### src/rtl/mem_write.sv
// mem_write: AXI write-channel initiator for the memory subsystem.
// Takes one write request at a time and issues it as a single INCR burst on
// AW/W, then waits for the B response. o_write_process/o_write_address stay
// up for the whole transaction so the read side can hold off same-line reads.
// Optional feature: define MEM_WRITE_STRB_EN to drive the latched per-beat
// byte strobes on wstrb; otherwise every beat is a full-word write.

package mem_write_pkg;

  typedef struct packed {
    logic [3:0]  awid;
    logic [31:0] awaddr;
    logic [7:0]  awlen;
    logic [2:0]  awsize;
    logic [1:0]  awburst;
    logic [1:0]  awlock;
    logic [3:0]  awcache;
    logic [2:0]  awprot;
    logic        awvalid;
    logic [3:0]  wid;
    logic [31:0] wdata;
    logic [3:0]  wstrb;
    logic        wlast;
    logic        wvalid;
    logic        bready;
  } axi_w_req;

  typedef struct packed {
    logic       awready;
    logic       wready;
    logic [3:0] bid;
    logic [1:0] bresp;
    logic       bvalid;
  } axi_w_resp;

endpackage

module mem_write
  import mem_write_pkg::*;
#(
  parameter int unsigned   LINE_BYTE_OFFSET = 6,
  parameter logic [3:0]    WRITE_ID         = 4'b0000,
  localparam int unsigned  LINE_WORDS       = 2 ** (LINE_BYTE_OFFSET - 2),
  localparam int unsigned  LW               = LINE_BYTE_OFFSET - 2
) (
  input  logic                      i_clk,
  input  logic                      i_rst_n,
  input  logic                      i_req_valid,
  output logic                      o_req_ready,
  input  logic [31:0]               i_req_addr,
  input  logic [LW-1:0]             i_req_len,
  input  logic [2:0]                i_req_size,
  input  logic [32*LINE_WORDS-1:0]  i_req_data,
  input  logic [4*LINE_WORDS-1:0]   i_req_strb,
  output logic                      o_write_process,
  output logic [31:0]               o_write_address,
  output logic                      o_done,
  output logic                      o_err,
  output axi_w_req                  axi_bus_req,
  input  axi_w_resp                 axi_bus_resp
);

  typedef enum logic [1:0] {IDLE, BURST, RESP} state_t;

  state_t                   state;
  logic                     aw_pend;
  logic                     w_pend;
  logic [LW-1:0]            beat;
  logic [31:0]              addr_q;
  logic [LW-1:0]            len_q;
  logic [2:0]               size_q;
  logic [32*LINE_WORDS-1:0] data_q;
  logic                     done_q;
  logic                     err_q;

  logic                     wlast;
  logic                     last_hs;
  logic                     aw_pend_nx;
  logic                     w_pend_nx;

`ifdef MEM_WRITE_STRB_EN
  logic [4*LINE_WORDS-1:0]  strb_q;
  logic                     unused_ok;
  assign unused_ok = ^axi_bus_resp.bid;
`else
  logic                     unused_ok;
  assign unused_ok = ^{i_req_strb, axi_bus_resp.bid};
`endif

  // Handshake bookkeeping for the current BURST cycle.
  assign wlast      = (beat == len_q);
  assign last_hs    = w_pend & axi_bus_resp.wready & wlast;
  assign aw_pend_nx = aw_pend & ~axi_bus_resp.awready;
  assign w_pend_nx  = w_pend & ~last_hs;

  // Transaction FSM: latch the request, run AW/W independently, await B.
  // NOTE: sequential state uses non-blocking assignments so every register
  // samples the pre-edge values, independent of statement order.
  // NOTE: the line buffer is reset too, so wdata reads 0 out of reset instead
  // of stale or unknown data.
  always_ff @(posedge i_clk or negedge i_rst_n) begin
    if (!i_rst_n) begin
      state   <= IDLE;
      aw_pend <= 1'b0;
      w_pend  <= 1'b0;
      beat    <= '0;
      addr_q  <= '0;
      len_q   <= '0;
      size_q  <= '0;
      data_q  <= '0;
`ifdef MEM_WRITE_STRB_EN
      strb_q  <= '0;
`endif
      done_q  <= 1'b0;
      err_q   <= 1'b0;
    end else begin
      done_q <= 1'b0;
      err_q  <= 1'b0;
      case (state)
        IDLE: begin
          if (i_req_valid) begin
            addr_q  <= i_req_addr;
            len_q   <= i_req_len;
            size_q  <= i_req_size;
            data_q  <= i_req_data;
`ifdef MEM_WRITE_STRB_EN
            strb_q  <= i_req_strb;
`endif
            aw_pend <= 1'b1;
            w_pend  <= 1'b1;
            beat    <= '0;
            state   <= BURST;
          end
        end
        BURST: begin
          aw_pend <= aw_pend_nx;
          w_pend  <= w_pend_nx;
          // The counter stops on the final beat, so len = max never wraps.
          if (w_pend && axi_bus_resp.wready && !wlast) begin
            beat <= beat + 1'b1;
          end
          if (!aw_pend_nx && !w_pend_nx) begin
            state <= RESP;
          end
        end
        RESP: begin
          if (axi_bus_resp.bvalid) begin
            state  <= IDLE;
            done_q <= 1'b1;
            err_q  <= (axi_bus_resp.bresp != 2'b00);
          end
        end
        default: state <= IDLE;
      endcase
    end
  end

  assign o_req_ready     = (state == IDLE);
  assign o_write_process = (state != IDLE);
  assign o_write_address = addr_q;
  assign o_done          = done_q;
  assign o_err           = err_q;

  // AXI request fields: constants plus latched request and pending flags.
  // NOTE: the whole struct gets a default first so no field can infer a latch.
  always_comb begin
    axi_bus_req         = '0;
    axi_bus_req.awid    = WRITE_ID;
    axi_bus_req.awaddr  = addr_q;
    axi_bus_req.awlen   = 8'(len_q);
    axi_bus_req.awsize  = size_q;
    axi_bus_req.awburst = 2'b01;
    axi_bus_req.awvalid = aw_pend;
    axi_bus_req.wid     = WRITE_ID;
    axi_bus_req.wdata   = data_q[{beat, 5'd0} +: 32];
`ifdef MEM_WRITE_STRB_EN
    axi_bus_req.wstrb   = strb_q[{beat, 2'd0} +: 4];
`else
    axi_bus_req.wstrb   = 4'b1111;
`endif
    axi_bus_req.wlast   = wlast;
    axi_bus_req.wvalid  = w_pend;
    axi_bus_req.bready  = (state == RESP);
  end

endmodule
### config.mk
export PLATFORM = sky130hd
export DESIGN_NAME = mem_write
export DESIGN_NICKNAME = d
export VERILOG_FILES = /design/src/rtl/mem_write.sv
export SDC_FILE = /design/constraint.sdc
export NUM_CORES = 1
export LEC_CHECK = 0
export ABC_CLOCK_PERIOD_IN_PS = 3900
export CAP_MARGIN = 10
export CORE_UTILIZATION = 30
export CTS_CLUSTER_DIAMETER = 150
export DETAILED_ROUTE_END_ITERATION = 8
export PLACE_DENSITY = 0.63
export SKIP_LAST_GASP = 1
export SYNTH_ARGS = -nofsm -noshare
export SYNTH_HDL_FRONTEND = slang
export SYNTH_SLANG_ARGS = --single-unit
### constraint.sdc
create_clock -name i_clk -period 3.9 [get_ports i_clk]
set_clock_uncertainty 0.1 [all_clocks]
set_input_delay 0.39 -clock i_clk [delete_from_list [all_inputs] [get_ports i_clk]]
set_output_delay 0.39 -clock i_clk [all_outputs]
set_load 0.02 [all_outputs]
==> results of run 1 <==
-- layout make-up --
| type | count | area [sq um] |
|---|---|---|
| Fill cell | 8251 | 48520 |
| Sequential cell | 561 | 14050 |
| Multi-Input combinational cell | 2083 | 10430 |
| Timing Repair Buffer | 741 | 7470 |
| Clock buffer | 95 | 2004 |
| Tap cell | 1134 | 1419 |
| Clock inverter | 26 | 299.0 |
| Antenna cell | 6 | 15.01 |
| Inverter | 3 | 11.26 |
-- layer usage --
metal	part of all wire	routed length (microns)
met5	0.0014	138
met4	0.024	2363
met3	0.078	7594
met2	0.48	46170
met1	0.42	40910
-- metrics by stage --
step | instances | util | worst slack (ps) | area [sq um] | TNS (ps)
after floorplan | 2887 | - | 1804 | 25770 | 0
after global placement | 4518 | 0.3955 | 533.5 | 33310 | 0
after detailed placement | 4518 | 0.3955 | 505.4 | 33310 | 0
after CTS | 4643 | 0.4233 | 43.75 | 35650 | 0
after global routing | 4649 | 0.4238 | -48.76 | 35700 | -48.76
final | 4649 | 0.4238 | -4.520 | 35700 | -4.520
-- worst register-to-register path, delay by kind of cell (launching register included) --
kind | cells | cell delay, ps
buf+inv | 2 | 700
flops | 1 | 480
simple gates | 4 | 1150
-- repair_timing --
action,4_1_cts,5_1_grt
hold buffers,1,0
endpoints found under the hold margin,69,0
resized for setup,3,5
buffers inserted,3,0
endpoints found under the setup margin,16,5
-- final timing paths --
kind | start | end
worst min register to register | data_q[130] | data_q[130]
worst max-delay path | beat[2] | axi_bus_req[10]
worst max register to register | state[0] | data_q[483]
min in group asynchronous | i_rst_n | data_q[317]
max in group asynchronous | i_rst_n | data_q[303]
worst min-delay path | i_req_data[153] | data_q[153]
-- cell families (layout without fill, tap and decap cells) --
logic type | Yosys count | in the layout | synth area share
DFF | 561 | 561 | 0.5467
muxes | 195 | 195 | 0.1073
xor gates and xnor gates | 4 | 4 | 0.001364
other | 2 | 33 | 0.0002924
AOI/OAI and AO/OA | 110 | 110 | 0.03206
adders and majority gates | 1 | 1 | 0.0004872
buffers and inverters | 243 | 865 | 0.05306
and+or+nand+nor | 1746 | 1746 | 0.2587
-- state kept, by name, summed over array words and instances, names as in the netlist --
signal and flops:
aw_pend 1, beat 4, data_q 512, len_q 4, o_done 1, o_err 1
o_write_address 32, size_q 3, state 2, w_pend 1
-- power by group through the flow --
stage                     clock (mW)  combinational, mW  sequential (mW)
final                           6.50               11.6             10.2
after CTS                       6.66               11.8             10.2
after floorplan                    0               7.14             9.92
after global routing            6.88               12.8             10.5
after global placement             0               11.6             10.2
after detailed placement           0               11.7             10.3
-- Yosys cell counts, drive strengths merged --
| master | n |
|---|---|
| and2b | 1 |
| a21oi | 2 |
| nand3 | 29 |
| o22ai | 3 |
| xor2 | 4 |
| dfrtp | 561 |
| buf | 172 |
| nand2 | 1694 |
| nor2b | 4 |
| and2 | 4 |
| o41a | 1 |
| a311oi | 1 |
| nand4 | 1 |
| inv | 3 |
| nor4 | 1 |
| mux4 | 64 |
| and4b | 1 |
| o21ai | 3 |
| o211ai | 3 |
| nand2b | 3 |
| a41oi | 1 |
| mux2 | 3 |
| mux2i | 128 |
| o221a | 1 |
| and3 | 1 |
| clkbuf | 68 |
| a211o | 3 |
| a22oi | 90 |
| o21a | 2 |
| conb | 2 |
| nor2 | 7 |
| ha | 1 |
==> results.cfg, run 1 <==
[pwr]
p_int_mw = 17.30
p_leak_nw = 17.43
switchingPower_mw = 11.02
swShare = 0.3892
clkPwrFrac = 0.229
power_mw = 28.33
share_comb_of_total_power = 0.410
ir_worst_vdd_v = 0.0004314
powerDensity_nw_per_um2 = 793.6
power_frac_seq = 0.361

[placed_design]
gp_congestion = 0.8597
hpwl_microns = 72860
port_buffers = 669

[grt]
first_global_vias = 21830
grtUsageMet1 = 0.2847
grt.total_usage = 0.2231
grt_pass1_wl_microns = 141900
antenna_found_initial = 24
grtUsageMet3 = 0.06983
grt-busiest-layer = met2
grtUsageMet2 = 0.3641
grt_max_degree = 113
grt.overflow.total = 0

[drt]
first_pass_iters = 6
via_count = 21460
drt_wl_total_microns = 97180
wl_per_cell_microns = 20.90
first_iter_violations = 1462
drc = 0
drtAntennaViolNets = 0
viasPerCell = 4.616

[timing]
fin_ws_ps = -4.520
finalSetupViolations = 1
worstMarginPinSlew_ps = 967.2
maxSlewHeadroom = 0.3552
finalCritPeriodShare = 1.001
hold_violations = 0
whs_ps = 207.4
slew_viol_final = 0
fmax_mhz = 256.1
fin_crit_ps = 3905
rsz0062_at_grt = true

[die]
die_x_microns = 294.6
io_pins = 765
die-area_sq_um = 86770
die_h_microns = 294.6
start_util = 0.3049
fp.coreArea_sq_um = 84220
num_rows = 106

[clocking]
numCtsBuffers = 68
clock_sinks = 561
cts_tree = yes
root_buffer = clkbuf_16
clk_pin_slew_worst_paths_ps = 60
insertion_delay_ps = 600
h-tree-depth = 3
clockBufferDepth = 3

[worst_setup_path]
end_kind = output port
cp_max_fo = 22
rrSetupSlack_ps = 1410
cp_cell_sequence = and2_2 > a22oi_1 > nand3_1 > nand2_1 > clkdlybuf4s50_1
worstPathArrival_ps = 3410
cp-start-kind = register
cp_slowest_stage_delay_ps = 670
critPathTopFamily = simple AND/OR/NAND/NOR gates
cp_num_cells = 5
crit_required_ps = 3410
slowest_stage = clkdlybuf4s50_1
crit_buf_inv = 1
r2r_cells = 6
worstSetupPathType = register to output port

[logic_synthesis]
syn_avg_cell_area_sq_um = 8.973
yosysUniqueCellTypes = 36
netlist.area_leader.share = 0.5467
synthTopCellsByArea = dfrtp_1 55%, nand2_1 25%, mux4_2 5.6%
seq_area_frac_synth = 0.5467
syn-cell-area_sq_um = 25680
yosys.area.top_type = dfrtp_1
syn_inst = 2862
ys_seq_elements = 561
yosysWarnings = 0

[worst_hold_path]
hp-class = primary input to register
holdPathStages = 3

[run]
drv_cap = 0

[cells_and_area]
fin_nets = 4086
layout_common_cells = 1693 x nand2_1, 655 x clkdlybuf4s50_1, 558 x dfrtp_1, 128 x mux2i_1, 86 x a22oi_1
drive_above_1_share = 0.08093
layout_commonest_cell = nand2_1
area_growth_pct = 39.00

[outcome]
status = finished with violations
violations = negative setup slack
Power figures use the tool's default switching activity.
==> run 2, diff against run 1 <==
--- a/config.mk
+++ b/config.mk
@@ -6,10 +6,10 @@
 export NUM_CORES = 1
 export LEC_CHECK = 0
 export ABC_CLOCK_PERIOD_IN_PS = 3900
-export CAP_MARGIN = 10
 export CORE_UTILIZATION = 30
 export CTS_CLUSTER_DIAMETER = 150
 export DETAILED_ROUTE_END_ITERATION = 8
+export HOLD_SLACK_MARGIN = 0.08
 export PLACE_DENSITY = 0.63
 export SKIP_LAST_GASP = 1
 export SYNTH_ARGS = -nofsm -noshare
==> results of run 2 <==
Same layout as run 1: the final DEF is identical, and so are final timing and power.
==> run 3, diff against run 2 <==
--- a/config.mk
+++ b/config.mk
@@ -5,7 +5,7 @@
 export SDC_FILE = /design/constraint.sdc
 export NUM_CORES = 1
 export LEC_CHECK = 0
-export ABC_CLOCK_PERIOD_IN_PS = 3900
+export ABC_CLOCK_PERIOD_IN_PS = 4100
 export CORE_UTILIZATION = 30
 export CTS_CLUSTER_DIAMETER = 150
 export DETAILED_ROUTE_END_ITERATION = 8
==> constraint.sdc (replaced) <==
create_clock -name i_clk -period 4.1 [get_ports i_clk]
set_clock_uncertainty 0.1 [all_clocks]
set_input_delay 0.41 -clock i_clk [delete_from_list [all_inputs] [get_ports i_clk]]
set_output_delay 0.41 -clock i_clk [all_outputs]
set_load 0.02 [all_outputs]
==> run 3 against run 2 <==
Compared with the run above: the run now ends clean; die area unchanged; total power down 5.4%; global-route usage about the same; non-clock buffer count up 2.
==> results.cfg, run 3 (synthesis gave the netlist of run 1 again) <==
[timing]
fin_tns_setup_ps = 0
slew_viol_final = 0
finalCritPeriodShare = 0.9551
whs_ps = 221.3
hold_violations = 0
finalSetupViolations = 0
worstMarginPinSlew_ps = 1023
maxSlewHeadroom = 0.3179
rsz0062_at_grt = false
fmax_mhz = 255.4
fin_crit_ps = 3916

[cells_and_area]
multi_input_area_sq_um = 10410
layout_common_cells = 1693 x nand2_1, 655 x clkdlybuf4s50_1, 558 x dfrtp_1, 128 x mux2i_1, 89 x a22oi_1
area_growth_pct = 38.80
nFillCells = 8261
fin_nets = 4086
final-seq-area_sq_um = 14050
layout_commonest_cell = nand2_1
regMostFlops = data_q
drive_above_1_share = 0.07699
largest_register_ffs = 512

[run]
drv_cap = 0

[grt]
grt.total_usage = 0.2232
grt_max_degree = 90
antenna_found_initial = 23
grt_pass1_wl_microns = 141700
grt.overflow.total = 0
first_global_vias = 21830

[drt]
via_count = 21340
first_pass_iters = 5
drt_wl_total_microns = 97090
drc = 0
wl_per_cell_microns = 20.88
viasPerCell = 4.590
first_iter_violations = 1517
drtAntennaViolNets = 0

[die]
fp.coreArea_sq_um = 84220
die_h_microns = 294.6
num_rows = 106
die-area_sq_um = 86770
io_pins = 765
start_util = 0.3049
die_x_microns = 294.6

[clocking]
clock_sinks = 561
h-tree-depth = 3
cts_tree = yes
clk_pin_slew_worst_paths_ps = 60
insertion_delay_ps = 600
clockBufferDepth = 3
root_buffer = clkbuf_16
numCtsBuffers = 66

[worst_setup_path]
crit_required_ps = 3590
end_kind = output port
r2r_start = state[0]
cp_max_fo = 19
reg2reg_to = data_q[456]
worstSetupPathType = register to output port
r2r_cells = 5
critPathLaunch = beat[2]
cp-start-kind = register
worstPathArrival_ps = 3410
rrSetupSlack_ps = 1590

[worst_hold_path]
hold_end = o_write_address[9]
hold_start = i_req_addr[9]
hp-class = primary input to register
holdPathStages = 3

[placed_design]
hpwl_microns = 73340
gp_congestion = 0.8671
port_buffers = 669

[pwr]
powerDensity_nw_per_um2 = 752.1
ir_worst_vdd_v = 0.0003879
p_leak_nw = 17.39

[outcome]
status = finished, final reports clean
-- run 3: metrics by stage --
stage | cell area, sq um | util | setup WS [ps] | cells | power (mW)
detailed placement | 33370 | 0.3962 | 604.1 | 4523 | 21.03
floorplan | 25770 | - | 1984 | 2887 | 16.22
global route | 35640 | 0.4232 | 28.08 | 4647 | 28.64
global placement | 33370 | 0.3962 | 591.0 | 4523 | 20.84
CTS | 35620 | 0.4229 | 87.58 | 4641 | 27.20
finish | 35640 | 0.4232 | 184.1 | 4649 | 26.81
-- run 3: what timing repair did --
| action | 4_1_cts | 5_1_grt |
|---|---|---|
| hold buffers | 1 | 0 |
| buffers inserted | 0 | 0 |
| endpoints found under the setup margin | 2 | 1 |
| endpoints found under the hold margin | 76 | 0 |
| resized for setup | 1 | 1 |
-- run 3: metal layers --
layer  up-vias  routed length [microns]  track usage
met2       657                    45730       0.3599
met1     10330                    41700       0.2904
met3       133                     7163      0.06146
li1      10210                        -            -
met4        14                     2416      0.06796
met5         -                       87            0
-- run 3: layout make-up --
class                   count  share of cell area
flip-flops and latches    561              0.3941
multi-input cells        2083              0.2919
repair buffers            743              0.2105
clock buffers              94             0.05266
well taps                1134             0.03981
clock inverters            23             0.01014
diodes                      8           0.0005617
inverters                   3           0.0003159
-- run 3: report_power, final --
group	switching [mW]	internal [mW]
logic	6.40	4.68
clock network	2.52	3.51
registers	1.53	8.16
-- run 3: how the worst max path moves through the flow --
stage                      end  slack [ps]  cells after the start
6_report       axi_bus_req[33]         180                      6
5_1_grt        axi_bus_req[10]          30                      7
4_1_cts        axi_bus_req[35]          90                      7
3_5_place_dp   axi_bus_req[35]         600                      6
3_3_place_gp   axi_bus_req[35]         590                      6
2_1_floorplan  axi_bus_req[17]        1980                      5
-- run 3: worst max-delay path: stages (launching register included) --
cell             delay [ps]
dfrtp_4                 590
and2_2                  420
buf_4                   220
a22oi_1                 330
nand3_1                 370
nand2_1                 230
clkdlybuf4s50_1         630
